**config.mk**
```make
export PLATFORM = sky130hd
export DESIGN_NAME = tusca_multizona_ctrl
export DESIGN_NICKNAME = d
export VERILOG_FILES = /design/src/rtl/tusca_multizona_ctrl_pkg.sv /design/src/rtl/tusca_multizona_ctrl_canal.sv /design/src/rtl/tusca_multizona_ctrl.sv
export SDC_FILE = /design/constraint.sdc
export NUM_CORES = 1
export LEC_CHECK = 0
export CAP_MARGIN = 25
export CELL_PAD_IN_SITES_DETAIL_PLACEMENT = 1
export CELL_PAD_IN_SITES_GLOBAL_PLACEMENT = 1
export CORE_UTILIZATION = 50
export CTS_CLUSTER_DIAMETER = 200
export DETAILED_ROUTE_END_ITERATION = 7
export PLACE_DENSITY_LB_ADDON = 0.1
export SLEW_MARGIN = 20
export SYNTH_ARGS = -nofsm -noshare
export SYNTH_HDL_FRONTEND = slang
export SYNTH_SLANG_ARGS = --single-unit
```
**constraint.sdc**
```tcl
create_clock -name clock -period 8.98 [get_ports clock]
set_clock_uncertainty 0.1 [all_clocks]
set_input_delay 2.694 -clock clock [delete_from_list [all_inputs] [get_ports clock]]
set_output_delay 2.694 -clock clock [all_outputs]
set_load 0.02 [all_outputs]
```
**src/rtl/tusca_multizona_ctrl_pkg.sv**
```systemverilog
// Shared types, reset constants and arithmetic helpers for the multi-zone climate controller.
package tusca_multizona_ctrl_pkg;

  typedef enum logic [2:0] {
    INICIAL  = 3'd0,
    MEDE     = 3'd1,
    ESPERA   = 3'd2,
    ATUALIZA = 3'd3,
    DELAY    = 3'd4
  } poll_state_t;

  typedef enum logic [2:0] {
    CFG_OCIOSO = 3'd0,
    B_ZONA     = 3'd1,
    B_SP       = 3'd2,
    B_HIST     = 3'd3,
    B_CHK      = 3'd4
  } cfg_state_t;

  localparam logic [7:0] SP_RESET   = 8'd25;
  localparam logic [7:0] HIST_RESET = 8'd2;

  function automatic logic [7:0] cfg_checksum(input logic [7:0] zona,
                                               input logic [7:0] sp,
                                               input logic [7:0] hist);
    return zona ^ sp ^ hist;
  endfunction

  // Proportional fan duty: 16-bit product saturated to 8 bits.
  function automatic logic [7:0] calc_duty(input logic [7:0]  temp,
                                           input logic [7:0]  sp,
                                           input logic [15:0] ganho);
    logic [15:0] prod;
    prod = 16'd0;
    if (temp > sp) begin
      prod = {8'd0, temp - sp} * ganho;
    end
    return (prod > 16'd255) ? 8'hFF : prod[7:0];
  endfunction

endpackage

```
**src/rtl/tusca_multizona_ctrl_canal.sv**
```systemverilog
// One zone output channel: relay hysteresis register, duty register and PWM comparator.
module tusca_multizona_ctrl_canal
  import tusca_multizona_ctrl_pkg::*;
#(
  parameter int GANHO = 16
) (
  input  logic       clock,
  input  logic       reset,
  input  logic       atualiza,
  input  logic       erro,
  input  logic [7:0] temp,
  input  logic [7:0] sp,
  input  logic [7:0] hist,
  input  logic [7:0] cnt,
  output logic       rele,
  output logic       pwm
);

  logic [7:0] duty_r;
  logic       rele_r;
  logic       pwm_r;
  logic [8:0] limiar_s;

  // Upper threshold kept 9 bits wide so sp+hist never wraps.
  assign limiar_s = {1'b0, sp} + {1'b0, hist};

  // Relay/duty update on this zone's evaluation slot, PWM compare every cycle.
  always_ff @(posedge clock) begin
    if (reset) begin
      duty_r <= 8'd0;
      rele_r <= 1'b0;
      pwm_r  <= 1'b0;
    end else begin
      if (atualiza) begin
        if (erro) begin
          duty_r <= 8'd0;
          rele_r <= 1'b0;
        end else begin
          duty_r <= calc_duty(temp, sp, 16'(GANHO));
          if ({1'b0, temp} >= limiar_s) begin
            rele_r <= 1'b1;
          end else if (temp <= sp) begin
            rele_r <= 1'b0;
          end
        end
      end
      pwm_r <= (cnt < duty_r);
    end
  end

  assign rele = rele_r;
  assign pwm  = pwm_r;

endmodule

```
**src/rtl/tusca_multizona_ctrl.sv**
```systemverilog
// N-zone climate controller: round-robin DHT11 polling, per-zone setpoint table fed by
// serial config frames, relay hysteresis and proportional fan PWM per zone.
module tusca_multizona_ctrl
  import tusca_multizona_ctrl_pkg::*;
#(
  parameter int N_ZONAS      = 4,
  parameter int DELAY_CICLOS = 100000,
  parameter int TIMEOUT      = 50000,
  parameter int PWM_DIV      = 4,
  parameter int GANHO        = 16
) (
  input  logic               clock,
  input  logic               reset,
  input  logic               definir_config,
  input  logic [7:0]         config_dado,
  input  logic               config_valida,
  input  logic [7:0]         medida_dado,
  input  logic               medida_valida,
  output logic [N_ZONAS-1:0] medir_dht11_out,
  output logic               erro_config,
  output logic [N_ZONAS-1:0] erro_medida,
  output logic [N_ZONAS-1:0] rele,
  output logic [N_ZONAS-1:0] pwm_ventoinha
);

  localparam int              ZW          = (N_ZONAS > 1) ? $clog2(N_ZONAS) : 1;
  localparam logic [31:0]     DELAY_ULT   = 32'(DELAY_CICLOS - 1);
  localparam logic [31:0]     TIMEOUT_ULT = 32'(TIMEOUT - 1);
  localparam logic [31:0]     PWM_ULT     = 32'(PWM_DIV - 1);
  localparam logic [ZW-1:0]   ZONA_ULT    = ZW'(N_ZONAS - 1);
  localparam logic [7:0]      N_ZONAS_B   = 8'(N_ZONAS);

  poll_state_t        poll_r, poll_next_s;
  logic [31:0]        timer_r;
  logic [ZW-1:0]      zona_r;
  logic [N_ZONAS-1:0] medir_r;
  logic [N_ZONAS-1:0] erro_medida_r;
  logic [7:0]         temp_r [N_ZONAS];
  logic [7:0]         sp_r   [N_ZONAS];
  logic [7:0]         hist_r [N_ZONAS];
  logic [31:0]        pre_r;
  logic [7:0]         cnt_r;
  cfg_state_t         cfg_r, cfg_next_s;
  logic [7:0]         cfg_zona_r, cfg_sp_r, cfg_hist_r;
  logic               erro_config_r;
  logic               cfg_aceita_s, cfg_rejeita_s;
  logic [N_ZONAS-1:0] atualiza_s;

  // Poll sequencer next-state.
  always_comb begin
    poll_next_s = poll_r;
    case (poll_r)
      INICIAL:  poll_next_s = MEDE;
      MEDE:     poll_next_s = ESPERA;
      ESPERA: begin
        if (medida_valida || (timer_r == TIMEOUT_ULT)) begin
          poll_next_s = ATUALIZA;
        end else begin
          poll_next_s = ESPERA;
        end
      end
      ATUALIZA: poll_next_s = DELAY;
      DELAY: begin
        if (timer_r == DELAY_ULT) begin
          poll_next_s = MEDE;
        end else begin
          poll_next_s = DELAY;
        end
      end
      default:  poll_next_s = INICIAL;
    endcase
  end

  // Poll state, shared timer, zone pointer, trigger and measurement capture.
  always_ff @(posedge clock) begin
    if (reset) begin
      poll_r        <= INICIAL;
      timer_r       <= 32'd0;
      zona_r        <= '0;
      medir_r       <= '0;
      erro_medida_r <= '0;
      for (int i = 0; i < N_ZONAS; i++) begin
        temp_r[i] <= 8'd0;
      end
    end else begin
      poll_r  <= poll_next_s;
      timer_r <= (poll_next_s == poll_r) ? timer_r + 32'd1 : 32'd0;
      // Trigger is registered so it is high exactly while the FSM sits in MEDE.
      for (int i = 0; i < N_ZONAS; i++) begin
        medir_r[i] <= (poll_next_s == MEDE) && (zona_r == ZW'(i));
      end
      if (poll_r == ESPERA) begin
        if (medida_valida) begin
          temp_r[zona_r]        <= medida_dado;
          erro_medida_r[zona_r] <= 1'b0;
        end else if (timer_r == TIMEOUT_ULT) begin
          erro_medida_r[zona_r] <= 1'b1;
        end
      end
      if (poll_r == ATUALIZA) begin
        zona_r <= (zona_r == ZONA_ULT) ? '0 : zona_r + ZW'(1);
      end
    end
  end

  // Shared PWM prescaler and 8-bit ramp counter.
  always_ff @(posedge clock) begin
    if (reset) begin
      pre_r <= 32'd0;
      cnt_r <= 8'd0;
    end else if (pre_r == PWM_ULT) begin
      pre_r <= 32'd0;
      cnt_r <= cnt_r + 8'd1;
    end else begin
      pre_r <= pre_r + 32'd1;
    end
  end

  // Config frame sequencer next-state and checksum verdict.
  always_comb begin
    cfg_next_s    = cfg_r;
    cfg_aceita_s  = 1'b0;
    cfg_rejeita_s = 1'b0;
    if (definir_config) begin
      cfg_next_s = B_ZONA;
    end else if (config_valida) begin
      case (cfg_r)
        CFG_OCIOSO: cfg_next_s = CFG_OCIOSO;
        B_ZONA:     cfg_next_s = B_SP;
        B_SP:       cfg_next_s = B_HIST;
        B_HIST:     cfg_next_s = B_CHK;
        B_CHK: begin
          cfg_next_s = CFG_OCIOSO;
          if ((cfg_zona_r < N_ZONAS_B) &&
              (cfg_checksum(cfg_zona_r, cfg_sp_r, cfg_hist_r) == config_dado)) begin
            cfg_aceita_s = 1'b1;
          end else begin
            cfg_rejeita_s = 1'b1;
          end
        end
        default:    cfg_next_s = CFG_OCIOSO;
      endcase
    end else begin
      cfg_next_s = cfg_r;
    end
  end

  // Config state, byte capture, error flag and setpoint/hysteresis table.
  always_ff @(posedge clock) begin
    if (reset) begin
      cfg_r         <= CFG_OCIOSO;
      cfg_zona_r    <= 8'd0;
      cfg_sp_r      <= 8'd0;
      cfg_hist_r    <= 8'd0;
      erro_config_r <= 1'b0;
      for (int i = 0; i < N_ZONAS; i++) begin
        sp_r[i]   <= SP_RESET;
        hist_r[i] <= HIST_RESET;
      end
    end else begin
      cfg_r <= cfg_next_s;
      if (definir_config) begin
        erro_config_r <= 1'b0;
      end else if (cfg_rejeita_s) begin
        erro_config_r <= 1'b1;
      end
      if (config_valida && !definir_config) begin
        case (cfg_r)
          B_ZONA:  cfg_zona_r <= config_dado;
          B_SP:    cfg_sp_r   <= config_dado;
          B_HIST:  cfg_hist_r <= config_dado;
          default: cfg_zona_r <= cfg_zona_r;
        endcase
      end
      // Same-edge write vs. evaluation: the channel samples the old table value.
      if (cfg_aceita_s) begin
        sp_r[cfg_zona_r[ZW-1:0]]   <= cfg_sp_r;
        hist_r[cfg_zona_r[ZW-1:0]] <= cfg_hist_r;
      end
    end
  end

  for (genvar g = 0; g < N_ZONAS; g++) begin : g_canal
    assign atualiza_s[g] = (poll_r == ATUALIZA) && (zona_r == ZW'(g));

    tusca_multizona_ctrl_canal #(
      .GANHO (GANHO)
    ) u_canal (
      .clock    (clock),
      .reset    (reset),
      .atualiza (atualiza_s[g]),
      .erro     (erro_medida_r[g]),
      .temp     (temp_r[g]),
      .sp       (sp_r[g]),
      .hist     (hist_r[g]),
      .cnt      (cnt_r),
      .rele     (rele[g]),
      .pwm      (pwm_ventoinha[g])
    );
  end

  assign medir_dht11_out = medir_r;
  assign erro_medida     = erro_medida_r;
  assign erro_config     = erro_config_r;

endmodule

```
# Word-level counts from Yosys, hierarchy flattened
# Memories as Yosys holds them, arrays and structs flattened.
# Cells that the tools add are included.
# totals
register_bits	153
ram_bits	96
inputBits	21
out_inout_bits	17
word_cells	194
mem_count	3
# classes
addsub	12
order_cmp	23
eq_ne	17
muxes	73
bitwise	6
n_reduce_logical	35
# mem_list
name	words	width	read_ports	rd_clocked_by_memory_dff	write_ports	line	text
hist_r	4	8	4	0	4	tusca_multizona_ctrl.sv:40	logic [7:0] hist_r [N_ZONAS];
sp_r	4	8	4	0	4	tusca_multizona_ctrl.sv:39	logic [7:0] sp_r [N_ZONAS];
temp_r	4	8	4	0	4	tusca_multizona_ctrl.sv:38	logic [7:0] temp_r [N_ZONAS];
# ops
op	n
$mux W16	12
$mux W8	11
$add A32 B1 Y32 const B	2
$gt A16 B8 Y1 const B	4
$mux W12	4
$add A8 B8 Y9	4
$ge A8 B9 Y1	4
$mux W1	36
$eq A32 B16 Y1 const B	1
$eq A32 B17 Y1 const B	1
$eq A32 B2 Y1 const B	1
$gt A8 B8 Y1	4
$le A8 B8 Y1	4
$lt A8 B8 Y1	4
$sub A8 B8 Y8	4
$reduce_or A8 Y1	3
$reduce_and A2 Y1	8
$xor A8 B8 Y8	2
$pmux W3 S5	1
$eq A3 B2 Y1 const B	4
$reduce_bool A3 Y1	4
$logic_and A1 B1 Y1	11
$eq A3 B1 Y1 const B	3
$pmux W3 S3	1
24 further kinds	33

# Depth between registers and ports, before layout
# logic_depth
depth_word	13
ltp_mapped	15

# Cells and area by module
# A second synthesis with hierarchy kept.
# unflattened
cells_unflattened	1480
hier_area_um2	14249.9
# modules_own_cells
mod	instances	cells_each	area_per_inst_um2	seq_area_each_um2
tusca_multizona_ctrl	1	853	9100.0	5144.9
tusca_multizona_ctrl_canal (g_canal[1].u_canal ...)	3	156	1286.2	140.1
tusca_multizona_ctrl_canal (g_canal[0].u_canal)	1	159	1291.2	140.1

# Worst setup path before layout
# Ideal clock, no wire load.
# synth_timing
path_type	input to register
from	input port config_dado[7]
to	memory hist_r[3][0], enable pin
setup_ns	0.411
t_arrival_ns	4.763
t_required_ns	8.469
setup_slack_ns	3.706
stages	6
path_buffers	1
path_cell_list	xor2_1 > xnor2_1 > nor4_1 > nand4_1 > buf_2 > o21ai_0
# synth_lines
item	line	text
from (decl)	tusca_multizona_ctrl.sv:15	input logic [7:0] config_dado,
to (decl)	tusca_multizona_ctrl.sv:40	

==> summary.txt <==
STA
  • Setup TNS: 0 ns
  • Final Setup Violations: 0
  • Tightest Pin Transition: 1.01 ns
  • Post-route clock period utilization: about two thirds
  • Period minus WS final: about 6 ns
  • Fmax: roughly 170 MHz
  • Slew headroom: around a third
  • Final Hold Viols: 0
  • Final setup margin: 2.96 ns
  • Max-slew violation count: 0
  • Unrepaired setup endpoints after global routing: false

Setup path
  • Startpoint Class: input pin
  • Reg2reg end: sp_r[2][7]
  • Crit Path Class: in -> reg
  • Data arrival, critical path: 6.09 ns
  • Crit Path Max Fanout: 20
  • Critical Path Start: config_dado[7]
  • Setup crit end: sp_r[2][7]
  • Setup crit end kind: flop
  • R2r startpoint: cfg_sp_r[3]
  • Worst Path Required: 9.05 ns
  • R2R setup slack: a little over 5 ns
  • R2R depth: 6

Die
  • Boundary Pins: 38
  • Die Span Y: 167 µm
  • Row count: 59
  • Initial Util: 51.5%
  • DIE AREA: 27800 µm²
  • Core ar.: 26400 µm²
  • Die W: 167 µm

Logic synthesis
  • Post-synth EDFFs: 96
  • Ys Warns: 0
  • Mapped Area: 13600 µm²
  • Register area share after synthesis: between 40% and 50%
  • Seq cells post-synth: between 200 and 250
  • Mapped Nets: 1575
  • Synth area leaders: edfxtp_1, dfxtp_1, ha_1
  • Synth top cells by count: nor2_1, dfxtp_1, ha_1
  • Synthesized netlist cell count: around 1400
  • Yosys top cell area share: a little over a fifth
  • Dominant synthesized flop cell: dfxtp_1
  • Post-synth ARST share: 0%
  • Synth cell types: between 60 and 70
  • Count leader, synth: nor2_1
  • Synth area leader: edfxtp_1
  • Avg Inst Size Synth: around 9.6 µm²

Clock tree
  • Clock sink total: 237
  • Clock tree from TritonCTS: yes
  • Clock transition at path regs: 0.06 ns
  • Clk buf depth: 3
  • CTS Buf Count: 27
  • Clk root buf: clkbuf_16
  • Postcts setup bufs: 0
  • Resized Gates After CTS: 0
  • Worst skew pair latency: approximately 0.54 ns
  • H-tree depth: 1
  • # hold bufs at CTS: 0

Drt
  • Final WL: about 36000 µm
  • Via count: about 11000
  • Initial DRT Pass Iterations: 5
  • M1 wire length: 17000 µm
  • Routed length per instance: 20.2 µm
  • Vias per cell: between 5 and 6
  • ANT nets after route: 0
  • Met3 wire len: 1210 µm
  • DR top layer: met4
  • Residual DRC count: 0
  • Initial DRC count: between 500 and 600
  • WL met2: between 15000 and 20000 µm

Placement
  • DP HPWL: ~27000 µm
  • Placed Cells: 1746
  • Pre-CTS WS: about 2.5 ns
  • Routability Congestion: 0.822
  • Input/output buffers: 37

Global routing
  • Grt ovf: 0
  • Initial antenna violation count: 0
  • Vias in the first global route: roughly 11000
  • First-pass GRT wire length: 58800 µm
  • GR Util All Layers: 26.5%
  • Maximum number of pins on one net before global-route repair: 55

Cells and area
  • Share of layout cells above drive strength 1: under 10%
  • Fin cells: between 1500 and 2000
  • # diodes: 0
  • Area grow syn2layout: 10.8%
  • Final #Nets: 1601

Pwr
  • Max rail drop VDD: about 0.13 mV
  • Leak Pwr: 5.97 nW
  • P per Cell Area: around 170 nW/µm²

Worst hold path
  • Hold/Removal Path Class: reg -> reg

Run status
  • Status: complete, no violations

Run
  • Max Cap Violations: 0
power by group:
group          internal (mW)  switching (mW)
Sequential              1.15          0.0314
Combinational          0.132           0.191
Clock                  0.626           0.452
area by class of cell:
type	instances	area [µm²]
Fill cell	2933	11300
Sequential cell	237	5710
Clock inverter	17	145
Clock buffer	33	718
Inverter	96	360
Multi-Input combinational cell	1036	7300
Tap cell	335	419
Timing Repair Buffer	43	408
state kept, by name (all words and copies together), names as in the netlist, 4 cells and up, named ones only:
name / flops
g_canal.u_canal.pwm: 4
sp_r: 32
cfg_zona_r: 8
g_canal.u_canal.duty_r: 20
hist_r: 32
temp_r: 32
cfg_hist_r: 8
medir_dht11_out: 4
cnt_r: 8
cfg_sp_r: 8
pre_r: 32
g_canal.u_canal.rele: 4
timer_r: 32
critical path: stages:
cell and delay [ns]:
clkdlybuf4s50_1 0.53, xor2_1 0.19, xnor2_1 0.12, nor4_1 0.39, nand4_1 0.73, nand3b_1 0.73
nand2_1 0.69
kinds of logic after synthesis:
group | count (synthesis) | share of synthesized area [%]
AOI/OAI and AO/OA | 222 | 11.2
xor gates and xnor gates | 122 | 7.87
adders and majority gates | 139 | 13.2
buffers and inverters | 142 | 4.28
DFF | 237 | 42.0
muxes | 27 | 2.00
and+or+nand+nor | 526 | 19.4
per-stage QoR:
stage | area, µm² | hold slack (ns) | power (mW) | utilization, %
after floorplan | 13600 | 0.318 | 1.42 | -
after global placement | 14200 | 0.332 | 1.51 | 53.8
after detailed placement | 14200 | 0.349 | 1.53 | 53.8
after CTS | 15100 | 0.364 | 2.60 | 57.1
after global routing | 15100 | 0.380 | 2.69 | 57.1
final | 15100 | 0.357 | 2.59 | 57.1
layer usage:
layer / vias to the layer above / track usage, %
li1: 5077 / -
met1: 5224 / 35.8
met2: 163 / 45.6
met3: 53 / 2.71
met4: 0 / 6.44
met5: - / 0
cell usage in the layout (no fill, tap or decap), types with 10 or more instances in the layout:
cell type | netlist | routed
clkbuf_16 | 0 | 27
and2_1 | 40 | 40
xor2_1 | 64 | 64
inv_1 | 96 | 96
nor2b_1 | 14 | 14
a211oi_1 | 12 | 12
dfxtp_1 | 141 | 141
nor3_1 | 23 | 23
a21o_1 | 25 | 25
a221oi_1 | 10 | 10
or3_1 | 23 | 23
a21oi_1 | 41 | 41
a31oi_1 | 10 | 10
nand3_1 | 36 | 36
nand2_1 | 74 | 74
ha_1 | 131 | 131
and3_1 | 27 | 27
xnor2_1 | 58 | 58
o21a_1 | 14 | 14
nor2_1 | 186 | 186
nand4_1 | 26 | 26
o21ai_0 | 50 | 49
clkdlybuf4s50_1 | 0 | 36
nand2b_1 | 15 | 15
edfxtp_1 | 96 | 96
nor4_1 | 26 | 26
mux2i_1 | 26 | 26
how the worst min path moves through the flow:
stage | start | depth (start not counted) | to
2_1_floorplan | timer_r[0] | 1 | timer_r[0]
3_3_place_gp | timer_r[0] | 1 | timer_r[0]
3_5_place_dp | pre_r[0] | 1 | pre_r[0]
4_1_cts | pre_r[0] | 1 | pre_r[0]
5_1_grt | timer_r[0] | 1 | timer_r[0]
6_report | timer_r[0] | 1 | timer_r[0]
Note: power is estimated with default switching activity, not from simulation.
